===== src/rtl/sr_pkg.sv =====
// Shared types and constants for the debounced SR control path.
package sr_pkg;

  typedef enum logic [1:0] {
    ST_LO   = 2'd0,
    WAIT_HI = 2'd1,
    ST_HI   = 2'd2,
    WAIT_LO = 2'd3
  } db_state_t;

  localparam int unsigned SYNC_STAGES = 2;

endpackage


===== src/rtl/sr_debounce_ch.sv =====
// One input channel: synchronizer, counter-based debouncer, and accepted-rise pulse.
module sr_debounce_ch
  import sr_pkg::*;
#(
  parameter int unsigned DEBOUNCE_CYCLES = 4
) (
  input  logic clk,
  input  logic rst_n,
  input  logic din,
  output logic rise
);

  localparam int unsigned CNT_W = $clog2(DEBOUNCE_CYCLES);
  localparam logic [CNT_W-1:0] CNT_MAX = CNT_W'(DEBOUNCE_CYCLES - 1);
  localparam logic [CNT_W-1:0] CNT_ONE = CNT_W'(1);

  logic [SYNC_STAGES-1:0] sync_q;
  logic                   y;
  db_state_t              state_q, state_d;
  logic [CNT_W-1:0]       cnt_q, cnt_d;

  assign y = sync_q[SYNC_STAGES-1];

  always_ff @(posedge clk) begin
    if (!rst_n) begin
      sync_q  <= '0;
      state_q <= ST_LO;
      cnt_q   <= '0;
    end else begin
      sync_q  <= {sync_q[SYNC_STAGES-2:0], din};
      state_q <= state_d;
      cnt_q   <= cnt_d;
    end
  end

  // rise is combinational so the top registers it on the same edge the FSM accepts the level.
  always_comb begin
    state_d = state_q;
    cnt_d   = cnt_q;
    rise    = 1'b0;
    case (state_q)
      ST_LO: begin
        if (y) begin
          state_d = WAIT_HI;
          cnt_d   = CNT_ONE;
        end
      end
      WAIT_HI: begin
        if (!y) begin
          state_d = ST_LO;
          cnt_d   = '0;
        end else if (cnt_q == CNT_MAX) begin
          state_d = ST_HI;
          cnt_d   = '0;
          rise    = 1'b1;
        end else begin
          cnt_d = cnt_q + CNT_ONE;
        end
      end
      ST_HI: begin
        if (!y) begin
          state_d = WAIT_LO;
          cnt_d   = CNT_ONE;
        end
      end
      WAIT_LO: begin
        if (y) begin
          state_d = ST_HI;
          cnt_d   = '0;
        end else if (cnt_q == CNT_MAX) begin
          state_d = ST_LO;
          cnt_d   = '0;
        end else begin
          cnt_d = cnt_q + CNT_ONE;
        end
      end
      default: begin
        state_d = ST_LO;
        cnt_d   = '0;
      end
    endcase
  end

endmodule


===== src/rtl/sr_debounce_ctrl.sv =====
// Debounced set/reset pulse generator with reset-priority conflict handling and
// a registered complementary SR state pair.
module sr_debounce_ctrl
  import sr_pkg::*;
#(
  parameter int unsigned DEBOUNCE_CYCLES = 4
) (
  input  logic clk,
  input  logic rst_n,
  input  logic set_raw,
  input  logic reset_raw,
  output logic s,
  output logic r,
  output logic q,
  output logic q_n,
  output logic conflict
);

  logic set_rise, reset_rise;
  logic s_d, r_d, q_d, conflict_d;

  sr_debounce_ch #(
    .DEBOUNCE_CYCLES(DEBOUNCE_CYCLES)
  ) u_set_ch (
    .clk  (clk),
    .rst_n(rst_n),
    .din  (set_raw),
    .rise (set_rise)
  );

  sr_debounce_ch #(
    .DEBOUNCE_CYCLES(DEBOUNCE_CYCLES)
  ) u_reset_ch (
    .clk  (clk),
    .rst_n(rst_n),
    .din  (reset_raw),
    .rise (reset_rise)
  );

  // Reset wins a same-cycle collision so s and r are never high together.
  always_comb begin
    s_d        = set_rise & ~reset_rise;
    r_d        = reset_rise;
    conflict_d = set_rise & reset_rise;
    q_d        = q;
    if (reset_rise) begin
      q_d = 1'b0;
    end else if (set_rise) begin
      q_d = 1'b1;
    end
  end

  always_ff @(posedge clk) begin
    if (!rst_n) begin
      s        <= 1'b0;
      r        <= 1'b0;
      conflict <= 1'b0;
      q        <= 1'b0;
      q_n      <= 1'b1;
    end else begin
      s        <= s_d;
      r        <= r_d;
      conflict <= conflict_d;
      q        <= q_d;
      q_n      <= ~q_d;
    end
  end

endmodule


===== config.mk =====
export PLATFORM = sky130hd
export DESIGN_NAME = sr_debounce_ctrl
export DESIGN_NICKNAME = d
export VERILOG_FILES = /design/src/rtl/sr_pkg.sv /design/src/rtl/sr_debounce_ch.sv /design/src/rtl/sr_debounce_ctrl.sv
export SDC_FILE = /design/constraint.sdc
export NUM_CORES = 1
export LEC_CHECK = 0
export CORE_AREA = 2 2 39 41
export DETAILED_ROUTE_END_ITERATION = 10
export DIE_AREA = 0 0 41 43
export PLACE_DENSITY = 0.68
export SLEW_MARGIN = 40
export SYNTH_ARGS = -nofsm -noshare
export SYNTH_HDL_FRONTEND = slang
export SYNTH_SLANG_ARGS = --single-unit

===== constraint.sdc =====
create_clock -name clk -period 2.5 [get_ports clk]
set_input_delay 0.25 -clock clk [delete_from_list [all_inputs] [get_ports clk]]
set_output_delay 0.25 -clock clk [all_outputs]
set_load 0.01 [all_outputs]

* After elaboration in Yosys (flattened, before gate mapping)
Cells that the tools add are included.
Storage, ports and cells: flip-flop bits (word level) 17, memories kept 0, output and inout port bits 5, RAM bits 0, latch bits 0, memory bits (read-only) 0, input bits 4, logic and storage cells 71
Operators by class: add/subtract/negate cells 2, reductions and logical operators 6, equal/unequal tests 16, multiply operators 0, magnitude comparators 0, shifts and indexed selects 0, bitwise logic cells 4, multiplexer cells 32, divide/modulo/power cells 0
Operators with widths (number):
- 2-to-1 mux 2 bit | 20
- case mux 2 bit (4 select lines) | 4
- equality test 2 bit, second input constant | 6
- 2-to-1 mux 1 bit | 8
- AND reduction 4 bit | 2
- inequality test 3 x 1 -> 1 bit, second input constant | 2
- inequality test 3 bit, second input constant | 2
- adder 2 x 1 -> 2 bit, second input constant | 2
- equality test 2 x 1 -> 1 bit, second input constant | 2
- zero test 2 bit | 2
- inequality test 2 x 1 -> 1 bit, second input constant | 2
- inequality test 2 bit, second input constant | 2
- AND reduction 2 bit | 2
- AND 1 bit | 2
- NOT 1 bit | 2

* Longest topological paths before layout
Gate-level depths: netlist (run 1).
word-level depth 7, gate-level depth with buffers 3, gate-level depth less buffers 3

* Modules after synthesis
Synthesis (run 1) repeated with hierarchy kept, for this count alone.
Unflattened totals: cell total of the unflattened synthesis 53, area, all modules 603.1 µm²
By module, submodules not included:
- sr_debounce_ch | area each 229.0 µm², instances 2, seq. area each 120.1 µm², cells each 21
- sr_debounce_ctrl | area each 145.1 µm², instances 1, seq. area each 100.1 µm², cells each 11

* Worst setup path after synthesis (run 1)
Ideal clock, no wire load.
path kind register to register, start point register u_set_ch.cnt_q[0], end point register q, data arrival time 0.946 ns, path slack 1.438 ns, library setup time 0.116 ns, required time 2.384 ns, buffers on the path 0, period minus slack after synthesis 1.062 ns, stages on the path, launching flop included 4, cell sequence dfxtp_1 -> ha_1 -> and4b_1 -> o211a_1
On the way: word-level cells in the longest chain between the ends 6
Ends and longest elaborated chain:
- from (decl) | RTL line sr_debounce_ch.sv:20 | logic [CNT_W-1:0] cnt_q, cnt_d;
- from (signal assigned) | RTL line sr_debounce_ch.sv:32 | cnt_q <= cnt_d;
- equality test 2 bit | RTL line sr_debounce_ch.sv:52 | end else if (cnt_q == CNT_MAX) begin
- 2-to-1 mux 1 bit | RTL line sr_debounce_ch.sv:52
- 2-to-1 mux 1 bit | RTL line sr_debounce_ch.sv:49 | if (!y) begin
- 2-to-1 mux 1 bit | RTL line sr_debounce_ch.sv:41 | case (state_q)
- 2-to-1 mux 1 bit | RTL line sr_debounce_ctrl.sv:48 | end else if (set_rise) begin
- 2-to-1 mux 1 bit | RTL line sr_debounce_ctrl.sv:46 | if (reset_rise) begin
- to (signal assigned) | RTL line sr_debounce_ctrl.sv:64 | q <= q_d;
- to (decl) | RTL line sr_debounce_ctrl.sv:14 | output logic q,
No other way between the ends. A chain may end at the register's enable or synchronous reset.

* Final worst setup path (run 1)
start point register q, end point output port q
No word-level cell between the ends.

==> flow_summary_export.csv, run 1 <==
group,metric,value,unit
run_status,outcome,"complete, no violations",
global_routing,grtUsageMet3,0.03141,
routing,viasPerCell,5.049,
critical_path,crit_buf_inv,1,
sta,tns,0,ps
routing,post-route-drc-count,0,
global_routing,grt_usage,0.1176,
die,die-area,1763,um^2
yosys,synth-seq-area-share,0.5517,
finish,fin_nets,72,
placement,pre_cts_slack,1024,ps
cts,post_cts_buffers,0,
global_routing,antenna_found_initial,0,
cts,htreeDepth,1,
cts,clk_transition_reported_paths,110,ps
routing,dr.first_iter.drc_count,9,
yosys,avgSynthCellArea,11.42,um^2
cts,cts_buffers,3,
placement,io_buffers,8,
die,num_rows,14,
yosys,yosysWarnings,0,
run,cap_violations,0,
sta,slew_violations,0,
placement,postPlaceCellArea,711.9,um^2
hold_path,hold_class,"reg2reg",
finish,layout-drive-gt1-share,0.09231,
routing,antenna_left,0,
yosys,ys_seq_elements,17,
critical_path,cp_cell_sequence,"clkdlybuf4s50_1",
finish,seqCellArea,340.3,um^2
finish,multiInputGateArea,267.8,um^2
yosys,syn_area,616.8,um^2
finish,fillCellCount,143,
cts,cts_resized,0,
sta,worst-slew-pin-transition,452.4,ps
die,dieWidth,41,um
routing,first_pass_iters,2,
global_routing,grt_overflow_total,0,
cts,clock_sinks,17,
sta,setup_violations,0,
routing,vias,409,
cts,clock_latency,290,ps
sta,hold_violations,0,
placement,place_congestion,0.6820,
power,ir_worst_vdd,0.3739,mV
critical_path,max_stage_delay,540,ps
placement,dp_hpwl,624.9,um
power,report.power.total,0.0004414,W
power,p_leak,0.3541,nW
die,start_util,0.4458,
critical_path,start_kind,"register",
die,io_pins,9,
yosys,syn_nets,60,
cts,ctsRootBufferMaster,"clkbuf_4",
global_routing,grt_use_met1,0.1561,
cts,holdBufCountCts,0,
sta,fmax,691.7,MHz
sta,setup_slack,1054,ps
critical_path,end_kind,"output port",
finish,final_area,739.5,um^2
sta,fin_skew,10.65,ps
sta,rsz0062_at_grt,"no",
sta,maxSlewHeadroom,0.6975,
critical_path,critPathArrivalTime,1200,ps
power,p_per_area,597.0,nW/um^2
global_routing,grt_pass1_wl,1373,um
critical_path,path_delay_family,"buffers and inverters",
cts,cts.path.max_buffers,2,
die,coreArea,1384,um^2
global_routing,grt_busiest_layer,"met2",
critical_path,critPathKind,"reg2out",
finish,area_delta_synth_final,19.88,%
die,die_h,43,um
routing,drt-total-wl,862,um
global_routing,met2_usage,0.1594,
sta,fin_crit,1446,ps
sta,fin_crit_sh,0.5783,
critical_path,required,2250,ps
critical_path,cp_max_fo,3,
critical_path,crit_slowest_cell,"clkdlybuf4s50_1",
finish,diodes,0,
yosys,synth_cell_type_count,20,
routing,avgRoutedWirePerCell,10.64,um
global_routing,grt_max_degree,17,
global_routing,grt_pass1_vias,351,
cts,cts_tree,"yes",
yosys,syn_inst,54,
==> placed cells by master (no fill, tap or decap), types with 2 or more instances in the layout <==
cell type,count
a21bo_1,2
clkdlybuf4s50_1,8
xor2_1,2
mux2i_1,2
clkbuf_4,3
nand3b_1,2
a21oi_1,2
o21ai_0,2
nand3_1,4
dfxtp_1,17
and3_1,3
ha_1,2
and2_1,4
nand2_1,2
o211a_1,3
==> layer usage <==
metal / vias to the layer above / part of all wire
li1: 216 / -
met1: 185 / 0.50
met2: 8 / 0.46
met3: 0 / 0.042
met4: 0 / 0
met5: - / 0
==> stage by stage <==
stage	instances	util	hold WS, ps
CTS	81	0.5344	442.7
global route	81	0.5344	454.3
detailed placement	77	0.5145	423.0
finish	81	0.5344	429.1
floorplan	54	-	377.3
global placement	77	0.5145	414.1
==> Yosys cell counts (all sizes together) <==
master / instances / area (um^2)
ha: 2 / 25.02
and2: 4 / 25.02
o211ai: 1 / 7.510
o21ai: 2 / 10.01
nand3b: 2 / 15.01
mux2i: 2 / 20.02
xor2: 2 / 17.52
nor2: 1 / 3.750
buf: 1 / 5.000
a21bo: 2 / 20.02
a21oi: 2 / 10.01
and4b: 1 / 10.01
nand3: 4 / 20.02
nand2: 2 / 7.510
nor3b: 1 / 12.51
and3: 3 / 18.77
dfxtp: 17 / 340.3
nand4b: 1 / 15.01
inv: 1 / 3.750
o211a: 3 / 30.03
==> cell type report <==
type,instances,area share
clock inverter,1,0.006768
tap,16,0.02707
sequential,17,0.4602
inverter,1,0.005076
timing repair buffer,8,0.1083
clock buffer,3,0.03046
multi-input combinational,35,0.3621
==> worst paths after layout <==
kind	startpoint	endpoint	slack (ps)	depth (start not counted)
max	q$_SDFF_PN0_	q	1050	1
min	u_reset_ch.sync_q[0]$_SDFF_PN0_	u_reset_ch.sync_q[1]$_SDFF_PN0_	430	1
max reg2reg	u_reset_ch.cnt_q[0]$_SDFFE_PN0P_	s$_SDFF_PN0_	1370	3
min reg2reg	u_reset_ch.sync_q[0]$_SDFF_PN0_	u_reset_ch.sync_q[1]$_SDFF_PN0_	430	1
==> cell families (layout without fill, tap and decap cells) <==
kind of cell | after synthesis | in the layout | synth area share
AO/OA/AOI/OAI | 10 | 10 | 0.1258
XOR/XNOR | 2 | 2 | 0.02840
adder cells (fa/ha/maj) | 2 | 2 | 0.04056
buffers and inverters | 2 | 13 | 0.01419
flip-flops | 17 | 17 | 0.5517
multiplexers | 2 | 2 | 0.03246
AND/OR/NAND/NOR | 19 | 19 | 0.2069
==> report_power, final <==
| group | internal (W) | switching, W | total (W) |
|---|---|---|---|
| combinational | 0.00000910 | 0.00000688 | 0.0000160 |
| clock | 0.0000593 | 0.0000856 | 0.000145 |
| sequential | 0.000276 | 0.00000420 | 0.000281 |
Note: power is estimated with default switching activity, not from simulation.
==> inputs of run 2 (changes only) <==
Settings changed: CORE_AREA 2 2 39 41 to not set, CORE_MARGIN set to 2, CORE_UTILIZATION set to 44, DIE_AREA 0 0 41 43 to not set, PLACE_DENSITY 0.68 to 0.67.
Clock period 2.5 ns to 1.3 ns, I/O delays scaled along.
==> flow_summary_export.csv, run 2 (synthesis gave the netlist of run 1 again) <==
group,metric,value,unit
global_routing,met2_usage,0.1906,
sta,maxSlewHeadroom,0.8126,
sta,slew_violations,0,
critical_path,path_delay_family,"buffers and inverters",
cts,post_cts_buffers,0,
cts,cts.path.max_buffers,2,
cts,htreeDepth,1,
sta,worst-slew-pin-transition,280.1,ps
critical_path,critPathKind,"reg2out",
global_routing,grtUsageMet3,0.07826,
sta,fin_crit_sh,0.9585,
finish,final_util,0.5827,
critical_path,crit_buf_inv,1,
critical_path,required,1170,ps
power,p_per_area,1113,nW/um^2
placement,place_congestion,0.7005,
die,start_util,0.4740,
global_routing,grt_pass1_wl,1621,um
finish,layout.cells.most_common,"dfxtp_1",
die,die_h,41.44,um
sta,hold_violations,0,
critical_path,cp_max_fo,1,
placement,dp_hpwl,682.5,um
routing,first_pass_iters,1,
finish,mostFrequentLayoutCells,"dfxtp_1, nand3_1, and2_1, clkdlybuf4s50_1",
critical_path,critPathArrivalTime,1120,ps
power,power_frac_clock,0.318,
power,p_sw,0.0001721,W
global_routing,grt_usage,0.1261,
power,sequentialPowerShare,0.640,
placement,pre_cts_slack,138.3,ps
routing,post-route-drc-count,0,
critical_path,max_stage_delay,520,ps
finish,fin_nets,74,
power,ir_worst_vdd,0.7886,mV
placement,postPlaceCellArea,725.7,um^2
cts,cts_tree,"yes",
die,coreArea,1301,um^2
routing,avgRoutedWirePerCell,11.50,um
sta,setup_slack,53.92,ps
cts,clk_transition_reported_paths,90,ps
cts,cts_buffers,3,
cts,holdBufCountCts,0,
die,io_pins,9,
power,p_leak,0.4221,nW
critical_path,end_kind,"output port",
power,netSwitchingFraction,0.2040,
sta,fmax,802.5,MHz
routing,antenna_left,0,
critical_path,cp_cell_sequence,"clkdlybuf4s50_1",
run_status,outcome,"complete, no violations",
die,dieWidth,41.44,um
sta,hold_ws,425.8,ps
critical_path,start_kind,"register",
global_routing,grt_max_degree,10,
routing,vias,416,
placement,io_buffers,8,
sta,fin_crit,1246,ps
sta,setup_violations,0,
cts,ctsRootBufferMaster,"clkbuf_4",
global_routing,antenna_found_initial,0,
finish,diodes,0,
cts,clock_sinks,17,
global_routing,grt_pass1_vias,384,
die,die-area,1717,um^2
sta,rsz0062_at_grt,"no",
global_routing,grt_busiest_layer,"met2",
finish,final_area,758.2,um^2
power,p_int,0.0006717,W
hold_path,hold_class,"in2reg",
routing,viasPerCell,5.073,
finish,layout-drive-gt1-share,0.1045,
routing,drt-total-wl,943,um
sta,fin_skew,3.747,ps
critical_path,crit_slowest_cell,"clkdlybuf4s50_1",
sta,tns,0,ps
cts,clock_latency,280,ps
die,num_rows,13,
finish,area_delta_synth_final,22.92,%
global_routing,grt_use_met1,0.1471,
run,cap_violations,0,
global_routing,grt_overflow_total,0,
power,pwr-share-comb,0.043,
routing,dr.first_iter.drc_count,0,
-- run 2: changes by cell type in the layout (fill, tap and decap cells not counted) --
cell             previous run  this run
clkinv_2                    1         0
clkbuf_1                    0         1
dlygate4sd2_1               0         1
buf_4                       0         2
clkdlybuf4s50_1             8         4
dlymetal6s2s_1              0         3
-- run 2: area by class of cell --
type	count	area (um^2)
repair buffers	10	101.3
clock buffers	4	26.28
well taps	15	18.77
flip-flops and latches	17	340.3
fillers	112	543.0
inverters	1	3.754
multi-input cells	35	267.8
-- run 2: metrics by stage --
| step | total power, W | instances |
|---|---|---|
| 5_1_grt | 0.0008908 | 82 |
| 2_1_floorplan | 0.0005680 | 54 |
| 3_3_place_gp | 0.0005871 | 78 |
| 6_report | 0.0008438 | 82 |
| 4_1_cts | 0.0008578 | 82 |
| 3_5_place_dp | 0.0005882 | 78 |
-- run 2: layer usage --
layer	routed length, um	vias to the layer above	share of wire
met5	0	-	0
met4	0	0	0
met3	71	0	0.075
met2	416	12	0.44
met1	455	185	0.48
li1	-	219	-
-- run 2: what timing repair did --
| action | 4_1_cts | 5_1_grt |
|---|---|---|
| setup endpoints to repair | 1 | 3 |
| gates resized for setup | 1 | 3 |
| hold endpoints to repair | 0 | 0 |
-- run 2: worst paths after layout --
check | slack, ps | cells past startpoint | to | startpoint
worst max-delay path | 50 | 1 | q_n | q_n$_SDFF_PN1_
worst min-delay path | 430 | 2 | u_set_ch.sync_q[0]$_SDFF_PN0_ | set_raw
worst max register to register | 170 | 3 | q$_SDFF_PN0_ | u_set_ch.cnt_q[0]$_SDFFE_PN0P_
worst min register to register | 440 | 1 | u_reset_ch.sync_q[1]$_SDFF_PN0_ | u_reset_ch.sync_q[0]$_SDFF_PN0_
-- run 2: power by group through the flow --
stage,sequential [W],clock (W),combinational [W]
floorplan,0.000550,0,0.0000183
global placement,0.000551,0,0.0000359
detailed placement,0.000552,0,0.0000364
CTS,0.000540,0.000281,0.0000371
global route,0.000541,0.000308,0.0000412
finish,0.000540,0.000268,0.0000362
